--- src/rtl/mem_slot_arbiter.sv ---
// mem_slot_arbiter: hands each DRAM memory slot to one requester
// (video, refresh, DMA, blitter or CPU). Slots alternate between phase A
// (video/refresh side) and phase B (DMA/blitter/CPU side). The grant is a
// registered one-hot {ref,cpu,blt,dma,vid}; ack pulses the outgoing grant
// for one cycle at the start of the following slot.
//
// Optional feature: define ARB_REFRESH_EN to build the refresh counter and
// the ref_pending/ref_overdue flags. Without it, refresh is never granted
// and both flags are tied low.
module mem_slot_arbiter #(
  parameter int REFRESH_PERIOD = 64,
  parameter int CPU_STARVE_MAX = 3
) (
  input  logic       clk32,
  input  logic       reset,
  input  logic       slot_start,
  input  logic       turbo,
  input  logic       vid_req,
  input  logic       dma_req,
  input  logic       blt_req,
  input  logic       cpu_req,
  output logic [4:0] gnt,
  output logic [4:0] ack,
  output logic       phase,
  output logic       ref_pending,
  output logic       ref_overdue
);

  localparam int G_VID = 0;
  localparam int G_DMA = 1;
  localparam int G_BLT = 2;
  localparam int G_CPU = 3;
  localparam int G_REF = 4;

  localparam logic [3:0] STARVE_MAX = 4'(CPU_STARVE_MAX);

  // Reject parameter values the counters cannot represent.
  if (REFRESH_PERIOD < 2) begin : g_bad_refresh_period
    $error("REFRESH_PERIOD must be at least 2");
  end
  if (CPU_STARVE_MAX < 1 || CPU_STARVE_MAX > 15) begin : g_bad_starve_max
    $error("CPU_STARVE_MAX must be in 1..15");
  end

  logic       new_phase;
  logic [4:0] b_pick;
  logic [4:0] gnt_next;
  logic [3:0] starve_cnt;
  logic [3:0] starve_next;

  // Grant and starvation decision for the slot that starts at this edge.
  always_comb begin
    // NOTE: every output of this block gets a default first so no path
    // leaves a value unassigned and no latch is inferred.
    new_phase   = ~phase;
    b_pick      = '0;
    gnt_next    = '0;
    starve_next = starve_cnt;

    if (ref_overdue)                           b_pick[G_REF] = 1'b1;
    else if (cpu_req && starve_cnt == STARVE_MAX) b_pick[G_CPU] = 1'b1;
    else if (dma_req)                          b_pick[G_DMA] = 1'b1;
    else if (blt_req)                          b_pick[G_BLT] = 1'b1;
    else if (cpu_req)                          b_pick[G_CPU] = 1'b1;

    if (!new_phase) begin
      if (vid_req)          gnt_next[G_VID] = 1'b1;
      else if (ref_pending) gnt_next[G_REF] = 1'b1;
      else if (turbo)       gnt_next        = b_pick;
    end else begin
      gnt_next = b_pick;
    end

    if (gnt_next[G_CPU] || !cpu_req)         starve_next = '0;
    else if (new_phase && starve_cnt < STARVE_MAX) starve_next = starve_cnt + 4'd1;
  end

  // Slot state: phase, grant, one-cycle ack and CPU starvation count.
  always_ff @(posedge clk32 or posedge reset) begin
    if (reset) begin
      phase      <= 1'b1;
      gnt        <= '0;
      ack        <= '0;
      starve_cnt <= '0;
    end else if (slot_start) begin
      // NOTE: non-blocking assignments so ack captures the outgoing gnt
      // while gnt takes its new value on the same edge.
      phase      <= new_phase;
      ack        <= gnt;
      gnt        <= gnt_next;
      starve_cnt <= starve_next;
    end else begin
      ack <= '0;
    end
  end

`ifdef ARB_REFRESH_EN
  localparam int RCW = $clog2(REFRESH_PERIOD);

  logic [RCW-1:0] ref_cnt;
  logic           ref_wrap;

  assign ref_wrap = (ref_cnt == RCW'(REFRESH_PERIOD - 1));

  // Refresh bookkeeping: one request per period, at most one owed.
  always_ff @(posedge clk32 or posedge reset) begin
    if (reset) begin
      ref_cnt     <= '0;
      ref_pending <= 1'b0;
      ref_overdue <= 1'b0;
    end else if (slot_start) begin
      ref_cnt <= ref_wrap ? '0 : ref_cnt + 1'b1;
      if (gnt_next[G_REF]) begin
        // The grant consumes the old request; a coinciding wrap owes a new one.
        ref_pending <= ref_wrap;
        ref_overdue <= 1'b0;
      end else if (ref_wrap) begin
        ref_pending <= 1'b1;
        ref_overdue <= ref_overdue | ref_pending;
      end
    end
  end
`else
  assign ref_pending = 1'b0;
  assign ref_overdue = 1'b0;
`endif

endmodule
--- config.mk ---
export PLATFORM = sky130hd
export DESIGN_NAME = mem_slot_arbiter
export DESIGN_NICKNAME = d
export VERILOG_FILES = /design/src/rtl/mem_slot_arbiter.sv
export SDC_FILE = /design/constraint.sdc
export NUM_CORES = 1
export LEC_CHECK = 0
export BUFFER_PORTS_ARGS = -buffer_cell sky130_fd_sc_hd__buf_2
export CAP_MARGIN = 25
export CORE_AREA = 2 2 39 41
export DETAILED_ROUTE_END_ITERATION = 7
export DIE_AREA = 0 0 41 43
export PLACE_DENSITY = 0.75
export SYNTH_ARGS = -nofsm -noshare
export SYNTH_HDL_FRONTEND = slang
export SYNTH_SLANG_ARGS = --single-unit
--- constraint.sdc ---
create_clock -name clk32 -period 2.7 [get_ports clk32]
set_input_delay 0.27 -clock clk32 [delete_from_list [all_inputs] [get_ports clk32]]
set_output_delay 0.27 -clock clk32 [all_outputs]
set_load 0.02 [all_outputs]
# After elaboration in Yosys (flattened, before gate mapping)

Index checks and enable logic that the tools add are counted.
Widths: inputs -> output; s select.

Bitwise gates (word level): 1
Multiplexer cells: 14
Reductions and logical operators: 6
Magnitude comparators: 1
$add $sub $neg: 1
Equal/unequal tests: 1

Operator list:

| kind                | count |
|---|---|
| $mux 4              | 4 |
| $mux 5              | 2 |
| $mux 1              | 6 |
| $add 4x1->4 const B | 1 |
| $eq 4x2->1 const B  | 1 |
| $lt 4x2->1 const B  | 1 |
| $mux 2              | 2 |
| $logic_and 1x1->1   | 2 |
| $reduce_and 2->1    | 1 |
| $reduce_bool 2->1   | 1 |
| $logic_not 1->1     | 1 |
| $logic_or 1x1->1    | 1 |
| $not 1->1           | 1 |

Bits in registers: 15
Word-level logic and storage cells: 28
Output and inout port bits: 13

# Longest topological paths before layout

Depth after elaboration: 10
Depth in mapped cells: 4

# Least setup slack after synthesis

No wires, ideal clock.

Path kind: flip-flop to flip-flop
Start: register starve_cnt[0]
End: register starve_cnt[1]
Data required time: 2.560 ns
Path slack: 1.334 ns
Data arrival time: 1.225 ns
Stages on the path, launching flop included: 5
Setup time: 0.140 ns
Cells stage by stage: dfrtp_1 > ha_1 > or3b_1 > a32oi_2 > o221ai_1

Cells in the longest elaborated chain, start to end: 9
Elaborated cells on any way between the ends: 14

Ends and longest elaborated chain:

| item                               | line | text |
|---|---|---|
| start, declared                    | 48   | `logic [3:0] starve_cnt;` |
| start signal, assigned             | 91   | `starve_cnt <= starve_next;` |
| $eq 4x2->1                         | 61   | `else if (cpu_req && starve_cnt == STARVE_MAX) b_pick[G_CPU] = 1'b1;` |
| $logic_and 1x1->1                  | 61   |  |
| $mux 1                             | 61   |  |
| $mux 4                             | 69   | `else if (turbo) gnt_next = b_pick;` |
| $mux 4                             | 67   | `if (vid_req) gnt_next[G_VID] = 1'b1;` |
| $mux 5                             | 66   | `if (!new_phase) begin` |
| $logic_or 1x1->1                   | 74   | `if (gnt_next[G_CPU] \|\| !cpu_req) starve_next = '0;` |
| $reduce_bool 2->1 (no source line) | --   |  |
| $reduce_and 2->1 (no source line)  | --   |  |

Several ways; a longest one is shown, not always the timed one. The select of a mux whose other input is x is not followed.
A chain may end at the register's enable or synchronous reset.

# Worst setup path after layout

Same ends and word-level chain as after synthesis.

==> out/metrics.yaml <==
sta:
  fin_crit_sh: 0.562
  rsz0062_at_grt: "no"
  clock_skew_ns: 0.00397
  tns_ns: 0
  period_minus_slack_ns: 1.52
  hold_ws_ns: 0.00633
  drv_slew: 0
  setup_violations: 0
  final-hold-violation-count: 0
  max_freq_mhz: 659
critical_path:
  crit_chain: "ha_1, or3b_1, a32oi_2, o221ai_1"
  r2r-start: "starve_cnt[0]"
  path_buf_inv: 0
  worstReg2RegEnd: "starve_cnt[1]"
  crit_type: "register to register"
  crit_family: "flip-flops"
  crit_path_max_fanout: 4
  cp-start-kind: "register"
  cp-end-kind: "register"
  crit_cells: 4
  cpMaxStageDelayCell: "dfrtp_1"
  critical-path-max-stage-delay_ns: 0.40
  worst_ep_required_time_ns: 2.84
  reg2regPathDepth: 4
  cp-startpoint: "starve_cnt[0]"
  worstPathArrival_ns: 1.66
  r2r_setup_slack_ns: 1.18
  crit_path_end: "starve_cnt[1]"
global_route:
  grt_antenna_before_repair: 0
  groute.usage.overall: 0.143
  grt_max_degree: 18
  overflow: 0
  grt_first_pass_wirelength_um: 1710
  grt_pass1_vias: 411
floorplan:
  die-area_um2: 1760
  num_rows: 14
  fp.dieH_um: 43
  start_util: 0.457
  chipWidth_um: 41
  coreArea_um2: 1380
  io_pins: 21
clock_network:
  cts_buffers: 3
  ctsHoldBuffers: 0
  ctsResizeCount: 0
  cts.clk_slew.worst_paths_ns: 0.08
  cts_tree: "done"
  cts_sinks: 13
  post-cts-setup-buffers: 0
  root_buffer: "clkbuf_4"
  clk_path_buf_depth: 2
  clock_latency_ns: 0.27
  h-tree-depth: 1
final_layout:
  syn2layout_area_growth_pct: 15.6
  fill_cells: 127
  instances_no_fill: 91
  antennaDiodeCount: 0
  drive_above_1_share: 0.307
  final_nets: 85
power_and_ir_drop:
  vdd_drop_max_mv: 0.363
  p_leak_nw: 0.377
  power_density_nw_per_um2: 782
route:
  avgRoutedWirePerCell_um: 12.1
  drt-total-wl_um: 1100
  num_vias: 474
  met2_length_um: 501
  postRouteAntennaNets: 0
  dr_wl_met3_um: 102
  drtIter0Drc: 16
  drc_errors: 0
  highest_layer: "met3"
  drt_pass1_iterations: 4
  viasPerCell: 5.21
  met1Wirelength_um: 496
yosys:
  synth.distinct_cells: 33
  ys_warn_count: 0
  ys_seq_area_frac: 0.517
  syn_area_per_cell_um2: 10.9
  synthCells: 58
  ys_ff_latch: 13
  synth_area_um2: 632
place:
  hpwlAfterDp_um: 798
  gp_congestion: 0.870
  dp.cells: 87
  portBuffers: 16
run_status:
  status: "finished clean"
hold_path:
  min_path_type: "primary input to asynchronous set/reset pin"
job:
  maxCapViolations: 0
==> synthesized netlist by cell type <==
cell type	count	area, um^2
dfrtp_1	12	300
buf_4	4	30.0
inv_1	4	15.0
nand2_1	4	15.0
and2_1	3	18.8
a21boi_0	2	15.0
nor2b_1	2	12.5
nor3b_1	2	15.0
a21oi_1	1	5.00
a22oi_1	1	7.51
a311oi_1	1	8.76
a31o_1	1	8.76
a31oi_1	1	6.26
a32o_1	1	10.0
a32oi_2	1	16.3
a41o_1	1	10.0
clkbuf_1	1	3.75
clkbuf_2	1	5.00
conb_1	1	3.75
dfstp_2	1	26.3
ha_1	1	12.5
nand2b_1	1	6.26
nand3_1	1	5.00
nand4_1	1	6.26
nor2_1	1	3.75
nor3b_2	1	12.5
o21a_1	1	7.51
o21ai_0	1	5.00
o221ai_1	1	8.76
or2_2	1	6.26
or3b_1	1	8.76
or4_1	1	7.51
xor2_1	1	8.76
==> layout by cell type, fill, tap and decap left out, types with 2 or more instances in the layout <==
cell and instances:
clkbuf_4 3, dfrtp_1 12, nor2b_1 2, and2_1 3
a21boi_0 2, buf_2 16, nor3b_1 2, nand2_1 4
conb_1 4, inv_1 4
==> final cells by class <==
type	count	area (um^2)	share of cell area
multi-input cells	38	263	0.360
inverters	4	15.0	0.0205
well taps	16	20.0	0.0274
flip-flops and latches	13	327	0.447
clock buffers	4	26.3	0.0360
repair buffers	16	80.1	0.110
==> worst min-delay path by stage <==
stage | to | startpoint | depth (start not counted) | slack [ns]
6_report | ack[1] | reset | 2 | 0.006
5_1_grt | gnt[2] | reset | 2 | 0.06
4_1_cts | ack[1] | reset | 2 | 0.03
3_5_place_dp | ack[1] | reset | 2 | 0.33
3_3_place_gp | ack[1] | reset | 2 | 0.31
2_1_floorplan | ack[0] | reset | 1 | 0.15
==> where the power goes <==
| group | switching (mW) | internal (mW) | leakage [nW] |
|---|---|---|---|
| logic | 0.103 | 0.0718 | 0.190 |
| registers | 0.0377 | 0.239 | 0.172 |
| clock network | 0.0619 | 0.0572 | 0.0150 |
==> metrics by stage <==
stage	power, mW	worst slack (ns)	cell area [um^2]	util
2_1_floorplan	0.406	1.33	643	-
3_3_place_gp	0.451	1.25	704	0.509
3_5_place_dp	0.456	1.21	704	0.509
4_1_cts	0.575	1.19	731	0.528
5_1_grt	0.610	1.08	731	0.528
6_report	0.571	1.18	731	0.528
==> routing by layer <==
metal / vias up / track usage
met4: 0 / 0.0800
met2: 18 / 0.188
met3: 0 / 0.0314
li1: 233 / -
met1: 223 / 0.211
met5: - / 0
==> cells by family after synthesis <==
| family | share of synthesized area |
|---|---|
| buffers and inverters | 0.0851 |
| flip-flops | 0.517 |
| AO/OA/AOI/OAI | 0.172 |
| XOR/XNOR | 0.0139 |
| adder cells (fa/ha/maj) | 0.0198 |
| AND/OR/NAND/NOR | 0.186 |
| other | 0.00593 |
==> registers in the layout (all words and copies together), names as in the netlist <==
signal,count
ack,4
gnt,4
starve_cnt,4
phase,1
Note: power is estimated with default switching activity, not from simulation.
